--- src/rtl/lgu_pkg.sv ---
// Shared types and constants for the logic gate unit.
package lgu_pkg;

  localparam int unsigned LGU_OP_W         = 3;
  localparam int unsigned LGU_CNT_W        = 16;
  localparam int unsigned LGU_MAX_CHANNELS = 8;

  typedef enum logic [LGU_OP_W-1:0] {
    LGU_OP_AND  = 3'd0,
    LGU_OP_OR   = 3'd1,
    LGU_OP_XOR  = 3'd2,
    LGU_OP_NAND = 3'd3,
    LGU_OP_NOR  = 3'd4,
    LGU_OP_XNOR = 3'd5,
    LGU_OP_PASS = 3'd6,
    LGU_OP_RSVD = 3'd7
  } lgu_op_t;

  // Output register occupancy; FULL means out_valid is high.
  typedef enum logic {
    LGU_ST_EMPTY = 1'b0,
    LGU_ST_FULL  = 1'b1
  } lgu_state_t;

endpackage

--- src/rtl/lgu_reduce.sv ---
// Combinational bitwise reduction of CHANNELS operands under one gate op.
module lgu_reduce
  import lgu_pkg::*;
#(
  parameter int unsigned WIDTH    = 8,
  parameter int unsigned CHANNELS = 2
) (
  input  logic [LGU_OP_W-1:0]       op_i,
  input  logic [CHANNELS*WIDTH-1:0] data_i,
  output logic [WIDTH-1:0]          result_c,
  output logic                      err_c
);

  logic [WIDTH-1:0] and_r;
  logic [WIDTH-1:0] or_r;
  logic [WIDTH-1:0] xor_r;
  lgu_op_t          op;

  assign op = lgu_op_t'(op_i);

  // Inverted ops invert the full reduction, never a pairwise chain.
  always_comb begin
    and_r = '1;
    or_r  = '0;
    xor_r = '0;
    for (int unsigned k = 0; k < CHANNELS; k++) begin
      and_r = and_r & data_i[k*WIDTH +: WIDTH];
      or_r  = or_r  | data_i[k*WIDTH +: WIDTH];
      xor_r = xor_r ^ data_i[k*WIDTH +: WIDTH];
    end
  end

  always_comb begin
    result_c = '0;
    err_c    = 1'b0;
    case (op)
      LGU_OP_AND:  result_c = and_r;
      LGU_OP_OR:   result_c = or_r;
      LGU_OP_XOR:  result_c = xor_r;
      LGU_OP_NAND: result_c = ~and_r;
      LGU_OP_NOR:  result_c = ~or_r;
      LGU_OP_XNOR: result_c = ~xor_r;
      LGU_OP_PASS: result_c = data_i[WIDTH-1:0];
      default:     err_c    = 1'b1;
    endcase
  end

endmodule

--- src/rtl/logic_gate_unit.sv ---
// Registered multi-operand gate with a one-deep valid/ready output stage.
// Optional LGU_TXN_COUNT_EN adds a saturating count of consumed results.
module logic_gate_unit
  import lgu_pkg::*;
#(
  parameter int unsigned WIDTH    = 8,
  parameter int unsigned CHANNELS = 2
) (
  input  logic                      clk,
  input  logic                      rst_n,
  input  logic                      in_valid,
  output logic                      in_ready,
  input  logic [LGU_OP_W-1:0]       in_op,
  input  logic [CHANNELS*WIDTH-1:0] in_data,
  output logic                      out_valid,
  input  logic                      out_ready,
  output logic [WIDTH-1:0]          out_data,
  output logic                      out_zero,
  output logic                      out_err
`ifdef LGU_TXN_COUNT_EN
  ,
  output logic [LGU_CNT_W-1:0]      txn_count
`endif
);

  lgu_state_t       state_q, state_d;
  logic [WIDTH-1:0] data_q, data_d;
  logic             zero_q, zero_d;
  logic             err_q, err_d;
  logic [WIDTH-1:0] result_c;
  logic             err_c;
  logic             accept_c;
  logic             consume_c;

  lgu_reduce #(
    .WIDTH    (WIDTH),
    .CHANNELS (CHANNELS)
  ) u_reduce (
    .op_i     (in_op),
    .data_i   (in_data),
    .result_c (result_c),
    .err_c    (err_c)
  );

  // Ready depends only on the output stage, never on in_valid.
  assign in_ready  = (state_q == LGU_ST_EMPTY) || out_ready;
  assign accept_c  = in_valid && in_ready;
  assign consume_c = (state_q == LGU_ST_FULL) && out_ready;

  always_comb begin
    state_d = state_q;
    data_d  = data_q;
    zero_d  = zero_q;
    err_d   = err_q;
    if (accept_c) begin
      state_d = LGU_ST_FULL;
      data_d  = result_c;
      zero_d  = (result_c == '0);
      err_d   = err_c;
    end else if (consume_c) begin
      state_d = LGU_ST_EMPTY;
    end
  end

  always_ff @(posedge clk or negedge rst_n) begin
    if (!rst_n) begin
      state_q <= LGU_ST_EMPTY;
      data_q  <= '0;
      zero_q  <= 1'b0;
      err_q   <= 1'b0;
    end else begin
      state_q <= state_d;
      data_q  <= data_d;
      zero_q  <= zero_d;
      err_q   <= err_d;
    end
  end

  assign out_valid = (state_q == LGU_ST_FULL);
  assign out_data  = data_q;
  assign out_zero  = zero_q;
  assign out_err   = err_q;

`ifdef LGU_TXN_COUNT_EN
  logic [LGU_CNT_W-1:0] cnt_q, cnt_d;

  // Saturating count of consumed results, reserved-op results included.
  always_comb begin
    cnt_d = cnt_q;
    if (consume_c && (cnt_q != '1)) begin
      cnt_d = cnt_q + LGU_CNT_W'(1);
    end
  end

  always_ff @(posedge clk or negedge rst_n) begin
    if (!rst_n) begin
      cnt_q <= '0;
    end else begin
      cnt_q <= cnt_d;
    end
  end

  assign txn_count = cnt_q;
`endif

endmodule

--- config.mk ---
export PLATFORM = sky130hd
export DESIGN_NAME = logic_gate_unit
export DESIGN_NICKNAME = d
export VERILOG_FILES = /design/src/rtl/lgu_pkg.sv /design/src/rtl/lgu_reduce.sv /design/src/rtl/logic_gate_unit.sv
export SDC_FILE = /design/constraint.sdc
export NUM_CORES = 1
export LEC_CHECK = 0
export ABC_AREA = 0
export CORE_MARGIN = 2
export CORE_UTILIZATION = 35
export DETAILED_ROUTE_END_ITERATION = 8
export GPL_TIMING_DRIVEN = 0
export PLACE_DENSITY_LB_ADDON = 0.1
export RECOVER_POWER = 50
export SLEW_MARGIN = 10
export SYNTH_ARGS = -nofsm -noshare
export SYNTH_HDL_FRONTEND = slang
export SYNTH_SLANG_ARGS = --single-unit
--- constraint.sdc ---
create_clock -name clk -period 1.38 [get_ports clk]
set_input_delay 0.276 -clock clk [delete_from_list [all_inputs] [get_ports clk]]
set_output_delay 0.276 -clock clk [all_outputs]
set_load 0.02 [all_outputs]
### Word-level counts from Yosys, hierarchy flattened

Index checks and enable logic that the tools add are counted.

| word-level totals | value |
|---|---|
| flip-flop bits (word level) | 11 |
| bits of input ports | 23 |
| output and inout bits | 12 |

| cells by class | value |
|---|---|
| eq/ne operators | 6 |
| muxes and demuxes | 4 |
| bitwise gates (word level) | 7 |
| reductions and logical operators | 7 |

Operators with widths:

| kind | count |
|---|---|
| one-hot mux 8 bit (7 select lines) | 1 |
| NOT 8 bit | 3 |
| equality test 3 bit, second input constant | 3 |
| bitwise AND 8 bit | 1 |
| zero test 8 bit | 1 |
| bitwise OR 8 bit | 1 |
| bitwise XOR 8 bit | 1 |
| OR reduction 7 bit | 1 |
| equality test 3 x 2 -> 1 bit, second input constant | 2 |
| equality test 3 x 1 -> 1 bit, second input constant | 1 |
| zero test 3 bit | 1 |
| two-way mux 1 bit | 3 |
| logical AND 1 bit | 2 |
| nonzero test 2 bit | 1 |
| logical OR 1 bit | 1 |
| NOT 1 bit | 1 |

### Depth between registers and ports, before layout

Gate-level depths: netlist (run 1).

| logic depth | value |
|---|---|
| word-level depth | 4 |
| depth in mapped cells | 8 |

### Hierarchy

A second synthesis (run 1) with hierarchy kept.

| unflattened totals | value |
|---|---|
| cells, all modules | 126 |
| area, all modules | 1189.9 sq um |

By module, submodules not included:

| module | times used | cells each | area each (sq um) |
|---|---|---|---|
| lgu_reduce | 1 | 99 | 752.0 |
| logic_gate_unit | 1 | 27 | 437.9 |

### Worst setup path after synthesis (run 1)

Ideal clock, no wire load.

| path | value |
|---|---|
| path kind | reg2reg |
| start | register state_q (netlist: out_valid) |
| end | register zero_q (netlist: out_zero) |
| data arrival time | 1.555 ns |
| required time | 1.285 ns |
| setup slack | -0.270 ns |
| cell stages (with the launch flop) | 6 |
| clock period less this slack | 1.650 ns |
| cells stage by stage | dfrtp_1 > nand2b_1 > nand2_1 > nor4_1 > nand3_1 > o31ai_1 |

| between the ends | value |
|---|---|
| longest elaborated chain between the ends | 3 |

RTL lines:

| element | line | text |
|---|---|---|
| start: declaration | logic_gate_unit.sv:26 | `lgu_state_t state_q, state_d;` |
| start signal: assignment | logic_gate_unit.sv:72 | `state_q <= state_d;` |
| NOT 1 bit | logic_gate_unit.sv:46 | `assign in_ready = (state_q == LGU_ST_EMPTY) \|\| out_ready;` |
| logical OR 1 bit | logic_gate_unit.sv:46 |  |
| net in_ready | logic_gate_unit.sv:12 | `output logic in_ready,` |
| logical AND 1 bit | logic_gate_unit.sv:47 | `assign accept_c = in_valid && in_ready;` |
| end signal: assignment | logic_gate_unit.sv:74 | `zero_q <= zero_d;` |
| end: declaration | logic_gate_unit.sv:28 | `logic zero_q, zero_d;` |

The timed path passes the listed nets, and every way through them passes these cells.
A chain may end at the register's enable or synchronous reset.

### Final worst setup path (run 1)

| path | value |
|---|---|
| start | input port in_op[1] |
| end | register zero_q (netlist: out_zero) |

| between the ends | value |
|---|---|
| longest elaborated chain between the ends | 3 |

RTL lines:

| element | line | text |
|---|---|---|
| start: declaration | logic_gate_unit.sv:13 | `input logic [LGU_OP_W-1:0] in_op,` |
| equality test 3 bit (tied with other cells) | lgu_reduce.sv:36 | `case (op)` |
| one-hot mux 8 bit (7 select lines) * | lgu_reduce.sv:36 |  |
| zero test 8 bit * | logic_gate_unit.sv:58 | `zero_d = (result_c == '0);` |

Mark *: on every way between the ends. The rest lies on a longest branch, timed or not.

==> summary.md, run 1 <==
| Metric | Value |
|---|---|
| # DRC | `0` |
| # placed instances | `224` |
| Final Util | `0.6024` |
| Hold Worst Slack | `405.4 ps` |
| Status | `finished, violations left` |
| Maximum level of the CTS H-tree | `1` |
| Clk_lat worst skew | `260 ps` |
| Remaining global-route overflow | `0` |
| Worst path slowest cell | `a221oi_2` |
| Number of diodes | `0` |
| CTS tree | `done` |
| Cell count after synthesis | `145` |
| Net count, final | `237` |
| Crit path time final | `1385 ps` |
| Largest net degree at the start of global routing | `12` |
| Vias in the first global route | `1176` |
| Asr flop ratio synth | `1.000` |
| Synth top cells by count | `inv_1, ha_1, dfrtp_1, mux2i_1, nand2_1` |
| Core region area | `3311 µm²` |
| Core Rows | `21` |
| Vias per cell | `5.136` |
| Routability Congestion | `0.7694` |
| Synth unique cells | `37` |
| Starting DRT DRC Count | `16` |
| Clock power share | `0.163` |
| Psw | `0.4698 mW` |
| Max FO, Critical Path | `6` |
| Skew final | `4.815 ps` |
| Initial antenna violation count | `0` |
| Yosys top cell by area | `dfrtp_1` |
| Die Y | `62.49 µm` |
| Dpl ws | `-885.7 ps` |
| Layout area overhead | `66.56%` |
| First-pass GRT wire length | `5.223 mm` |
| Comb power frac | `0.533` |
| Main synth FF type | `dfrtp_1` |
| Yosys top cell area share | `0.2299` |
| WS Path Type | `in -> reg` |
| Endpoints failing hold | `0` |
| Min-Delay Path Class | `in -> async` |
| Mapped Avg Cell Area | `8.258 µm²` |
| DRT Wirelength | `3.332 mm` |
| DIE AREA | `3905 µm²` |
| Worst Tran Pin Value | `477.9 ps` |
| Sw Ratio | `0.3643` |
| Setup TNS | `-5.036 ps` |
| Post-synth EDFFs | `0` |
| Worst-path clk slew | `70 ps` |
| Critical Path AT | `1550 ps` |
| Final antenna-violating net count | `0` |
| Slew Viols, Final | `0` |
| Worst Setup Start Kind | `input pin` |
| Max-slew headroom | `0.6804` |
| Critical Path Max Stage Delay | `290 ps` |
| Syn_nets | `184` |
| Syn Std Cell Area | `1197 µm²` |
| Vias | `1248` |
| DP Area | `1630 µm²` |
| Die width | `62.49 µm` |
| Non-filler cells, final | `243` |
| Fmax | `722.0 MHz` |
| Seq/Total Area, Yosys | `0.2299` |
| Sequential share of power | `0.303` |
| HPWL Detailed | `2.349 mm` |
| Worst vdd ir | `0.2318 mV` |
| Register bit total from synthesis | `11` |
| Drt first pass iters | `4` |
| Max Cap Viol | `0` |
| Internal | `0.8198 mW` |
| Layout cells sized above 1 | `0.5178` |
| Pwr Total | `1.290 mW` |
| Most common cell in the netlist | `inv_1` |
| CTS Buffer Depth | `2` |
| P_leak | `0.9199 nW` |
| Critical Path RT | `1550 ps` |
| Unrepaired setup endpoints after global routing | `yes` |
| I/O pin count | `35` |
| Fin crit share | `1.004` |
| YS warnings | `0` |
| Starting Density | `0.3617` |
| Area contributors post-synth | `dfrtp_1, ha_1, mux2i_1` |
| Sink Count | `11` |
| Port bufs | `33` |
| Setup violators final | `1` |
| Root Driver | `clkbuf_4` |
| CTS Buf Count | `3` |
| P per Cell Area | `646.6 nW/µm²` |
| Global-route usage over all layers | `0.1661` |
| Sequence of cells on the critical path | `buf_8 > buf_6 > nand3b_1 > o22ai_2 > a221oi_2 > o2111ai_2 > o31ai_1` |
| Post-route cell area | `1994 µm²` |
| Setup WS post-layout | `-5.036 ps` |
| Failing checks | `negative setup slack` |
| Crit end category | `flip-flop` |
| CTS hold repair buffers | `0` |
| Mean routed wirelength per cell | `13.71 µm` |
==> flip-flops by register name, indices dropped and copies added, names as in the netlist <==
signal and cells:
out_zero 1, out_err 1, out_data 8, out_valid 1
==> critical path: cells and delay by family <==
family	cells	cell delay (ps)
AO/OA/AOI/OAI	4	810
buffers and inverters	2	220
AND/OR/NAND/NOR	1	240
==> repair_timing <==
action                                  in CTS  in global routing
resized for setup                           96                 61
endpoints found under the setup margin      22                  7
pin swaps                                   20                 20
cloned                                       0                  1
buffers inserted                             6                  8
==> per-layer routing <==
metal	vias up	global-route usage	share of wire
li1	611	-	-
met1	604	0.1879	0.40
met2	29	0.3185	0.55
met3	4	0.01802	0.038
met4	0	0.05833	0.012
met5	-	0	0
==> layout make-up <==
type | count | area, µm²
plain buffers | 8 | 92.59
clock buffers | 4 | 26.28
well taps | 46 | 57.56
multi-input cells | 106 | 1067
inverters | 20 | 90.09
fillers | 311 | 1316
repair buffers | 48 | 384.1
flip-flops and latches | 11 | 276.5
==> cells in the final DEF (no fill, tap or decap), types with 3 or more instances in the layout <==
master,n
buf_4,16
inv_2,11
clkbuf_2,11
dlygate4sd2_1,11
nand2_1,10
dfrtp_1,10
mux2i_1,7
ha_4,7
inv_1,6
buf_6,6
a21oi_1,6
ha_1,6
nor2_1,5
nand2b_1,5
nor2_2,4
clkbuf_4,4
o21ai_0,4
mux2_4,3
o21ai_1,3
a21oi_2,3
o22ai_2,3
a221oi_2,3
ha_2,3
buf_2,3
==> power by group through the flow <==
stage                     Sequential [mW]  Clock [mW]  Combinational [mW]
final                               0.391       0.211               0.688
after global routing                0.398       0.245               0.748
after CTS                           0.393       0.220               0.597
after detailed placement            0.402           0               0.544
after global placement              0.397           0               0.530
after floorplan                     0.456           0               0.250
==> path summary, 6_finish.rpt <==
| kind | startpoint | to | slack, ps | cells past startpoint |
|---|---|---|---|---|
| min in group clk | in_data[3] | out_zero | 420 | 4 |
| worst max-delay path | in_op[1] | out_zero | -5 | 7 |
| worst min-delay path | rst_n | out_data[5] | 410 | 1 |
| max in group asynchronous | rst_n | out_valid | 630 | 1 |
| worst min register to register | out_data[4] | out_data[4] | 470 | 1 |
| worst max register to register | out_valid | out_zero | 150 | 5 |
==> cell families (layout without fill, tap and decap cells) <==
group	count (synthesis)	after routing	share of synthesized area
DFF	11	11	0.2299
and+or+nand+nor	36	36	0.1432
buffers and inverters	28	80	0.1107
muxes	16	16	0.1390
AOI/OAI and AO/OA	38	38	0.2101
adders and majority gates	16	16	0.1672
Note: power is estimated with default switching activity, not from simulation.
==> run 2: changes to the inputs <==
--- a/config.mk
+++ b/config.mk
@@ -10,7 +10,7 @@
 export CORE_UTILIZATION = 35
 export DETAILED_ROUTE_END_ITERATION = 8
 export GPL_TIMING_DRIVEN = 0
-export PLACE_DENSITY_LB_ADDON = 0.1
+export PLACE_DENSITY_LB_ADDON = 0.25
 export RECOVER_POWER = 50
 export SLEW_MARGIN = 10
 export SYNTH_ARGS = -nofsm -noshare
==> run 2 against run 1 <==
Net effect:
- the run still ends with negative setup slack left
- sequential cell count stayed put
- hold slack better by 2.5 ps
- cell count is 0.82% higher
- critical path depth is 1 higher
- global-route usage is 1.0 points higher
- clock skew is 1.8 ps lower
- non-clock buffer count is 2 higher
- utilization is 0.19 points higher
- clock power is 2% higher
==> summary.md, run 2 (synthesis gave the netlist of run 1 again) <==
| Metric | Value |
|---|---|
| Failing checks | `negative setup slack` |
| Die width | `62.49 µm` |
| R2R setup slack | `80 ps` |
| WS Path Type | `in -> reg` |
| DIE AREA | `3905 µm²` |
| Mean routed wirelength per cell | `13.75 µm` |
| CTS Buf Count | `3` |
| Skew final | `2.997 ps` |
| Core Rows | `21` |
| Vias | `1267` |
| Worst path slowest cell | `nor4_4` |
| Most common cell after layout, fill and taps aside | `buf_4` |
| Worst-path clk slew | `70 ps` |
| Initial antenna violation count | `0` |
| Die Y | `62.49 µm` |
| Clk_lat worst skew | `260 ps` |
| P_leak | `0.9155 nW` |
| CTS Buffer Depth | `2` |
| Crit end category | `flip-flop` |
| Worst Setup Start Kind | `input pin` |
| Max-slew headroom | `0.6728` |
| CTS hold repair buffers | `0` |
| Slew Viols, Final | `0` |
| Net count, final | `239` |
| Starting Density | `0.3617` |
| Remaining global-route overflow | `0` |
| Worst Tran Pin Value | `489.2 ps` |
| Register area | `276.5 µm²` |
| Setup WS post-layout | `-28.40 ps` |
| Most frequent cells in the layout | `buf_4, inv_2, dlygate4sd2_1, clkbuf_2` |
| Core region area | `3311 µm²` |
| Sequence of cells on the critical path | `buf_8 > inv_4 > ha_4 > mux2i_4 > o22ai_4 > nor4_4 > nand3_1 > o31ai_2` |
| Filler cells | `290` |
| Routability Congestion | `0.7995` |
| Starting DRT DRC Count | `46` |
| Hold Worst Slack | `408.0 ps` |
| Largest net degree at the start of global routing | `12` |
| Max Cap Viol | `0` |
| Non-filler cells, final | `245` |
| Setup TNS | `-28.40 ps` |
| Sink Count | `11` |
| Worst vdd ir | `0.2558 mV` |
| Status | `finished, violations left` |
| Unrepaired setup endpoints after global routing | `yes` |
| Pwr Total | `1.287 mW` |
| Critical Path Max Stage Delay | `300 ps` |
| Number of diodes | `0` |
| P per Cell Area | `643.4 nW/µm²` |
| Root Driver | `clkbuf_4` |
| I/O pin count | `35` |
| # placed instances | `224` |
| Maximum level of the CTS H-tree | `1` |
| First-pass GRT wire length | `5.630 mm` |
| Layout area overhead | `67.08%` |
| Crit path time final | `1408 ps` |
| Layout cells sized above 1 | `0.5226` |
| Port bufs | `33` |
| Min-Delay Path Class | `in -> async` |
| Max FO, Critical Path | `3` |
| Vias in the first global route | `1246` |
| Final antenna-violating net count | `0` |
| Global-route usage over all layers | `0.1763` |
| CTS tree | `done` |
| Drt first pass iters | `4` |
| Vias per cell | `5.171` |
| Critical Path AT | `1590 ps` |
| DRT Wirelength | `3.368 mm` |
| Fin crit share | `1.021` |
| Max FFs per register | `8` |
| Fmax | `710.0 MHz` |
| Endpoints failing hold | `0` |
| Final Util | `0.6043` |
| # DRC | `0` |
| HPWL Detailed | `2.283 mm` |
| Critical Path RT | `1560 ps` |
| Area taken by multi-input logic gates | `1084 µm²` |
| Setup violators final | `1` |
==> run 2: final timing paths <==
check	startpoint	end	cells past startpoint
setup / recovery	in_data[5]	out_zero	8
hold / removal	rst_n	out_data[0]	1
setup reg to reg	out_valid	out_zero	5
hold reg to reg	out_data[1]	out_data[1]	2
max in group asynchronous	rst_n	out_valid	1
min in group clk	in_data[3]	out_zero	4
==> run 2: routing by layer <==
layer | wire [µm] | track usage | vias to the layer above
li1 | - | - | 621
met2 | 1775 | 0.3347 | 44
met3 | 156 | 0.02883 | 8
met4 | 34 | 0.03333 | 0
met5 | 0 | 0 | -
met1 | 1403 | 0.2079 | 594
==> run 2: where the power goes <==
part           switching [mW]  internal [mW]
clock network           0.104          0.112
logic                   0.351          0.331
registers              0.0216          0.368
==> run 2: through the flow <==
stage / setup WS (ps) / cell area [µm²]
after floorplan: -55.87 / 1242
after global placement: -800.0 / 1630
after detailed placement: -860.4 / 1630
after CTS: -57.47 / 1889
after global routing: -81.82 / 2001
final: -28.40 / 2001
==> run 2: final cells by class <==
class,instances,area share
Tap cell,46,0.02877
Inverter,20,0.04503
Timing Repair Buffer,50,0.1926
Clock buffer,4,0.01313
Multi-Input combinational cell,106,0.5416
Buffer,8,0.04065
Sequential cell,11,0.1382
==> run 2: timing repair <==
| item | in CTS | in global routing |
|---|---|---|
| pin swaps | 21 | 16 |
| resized for setup | 92 | 56 |
| buffers inserted | 8 | 10 |
| setup endpoints to repair | 21 | 9 |
==> run 2: worst max-delay path: cells and delay by family <==
kind | cells | cell delay [ps]
mux | 1 | 170
fa+ha+maj | 1 | 200
simple gates | 2 | 440
compound gates | 2 | 340
buf+inv | 2 | 150
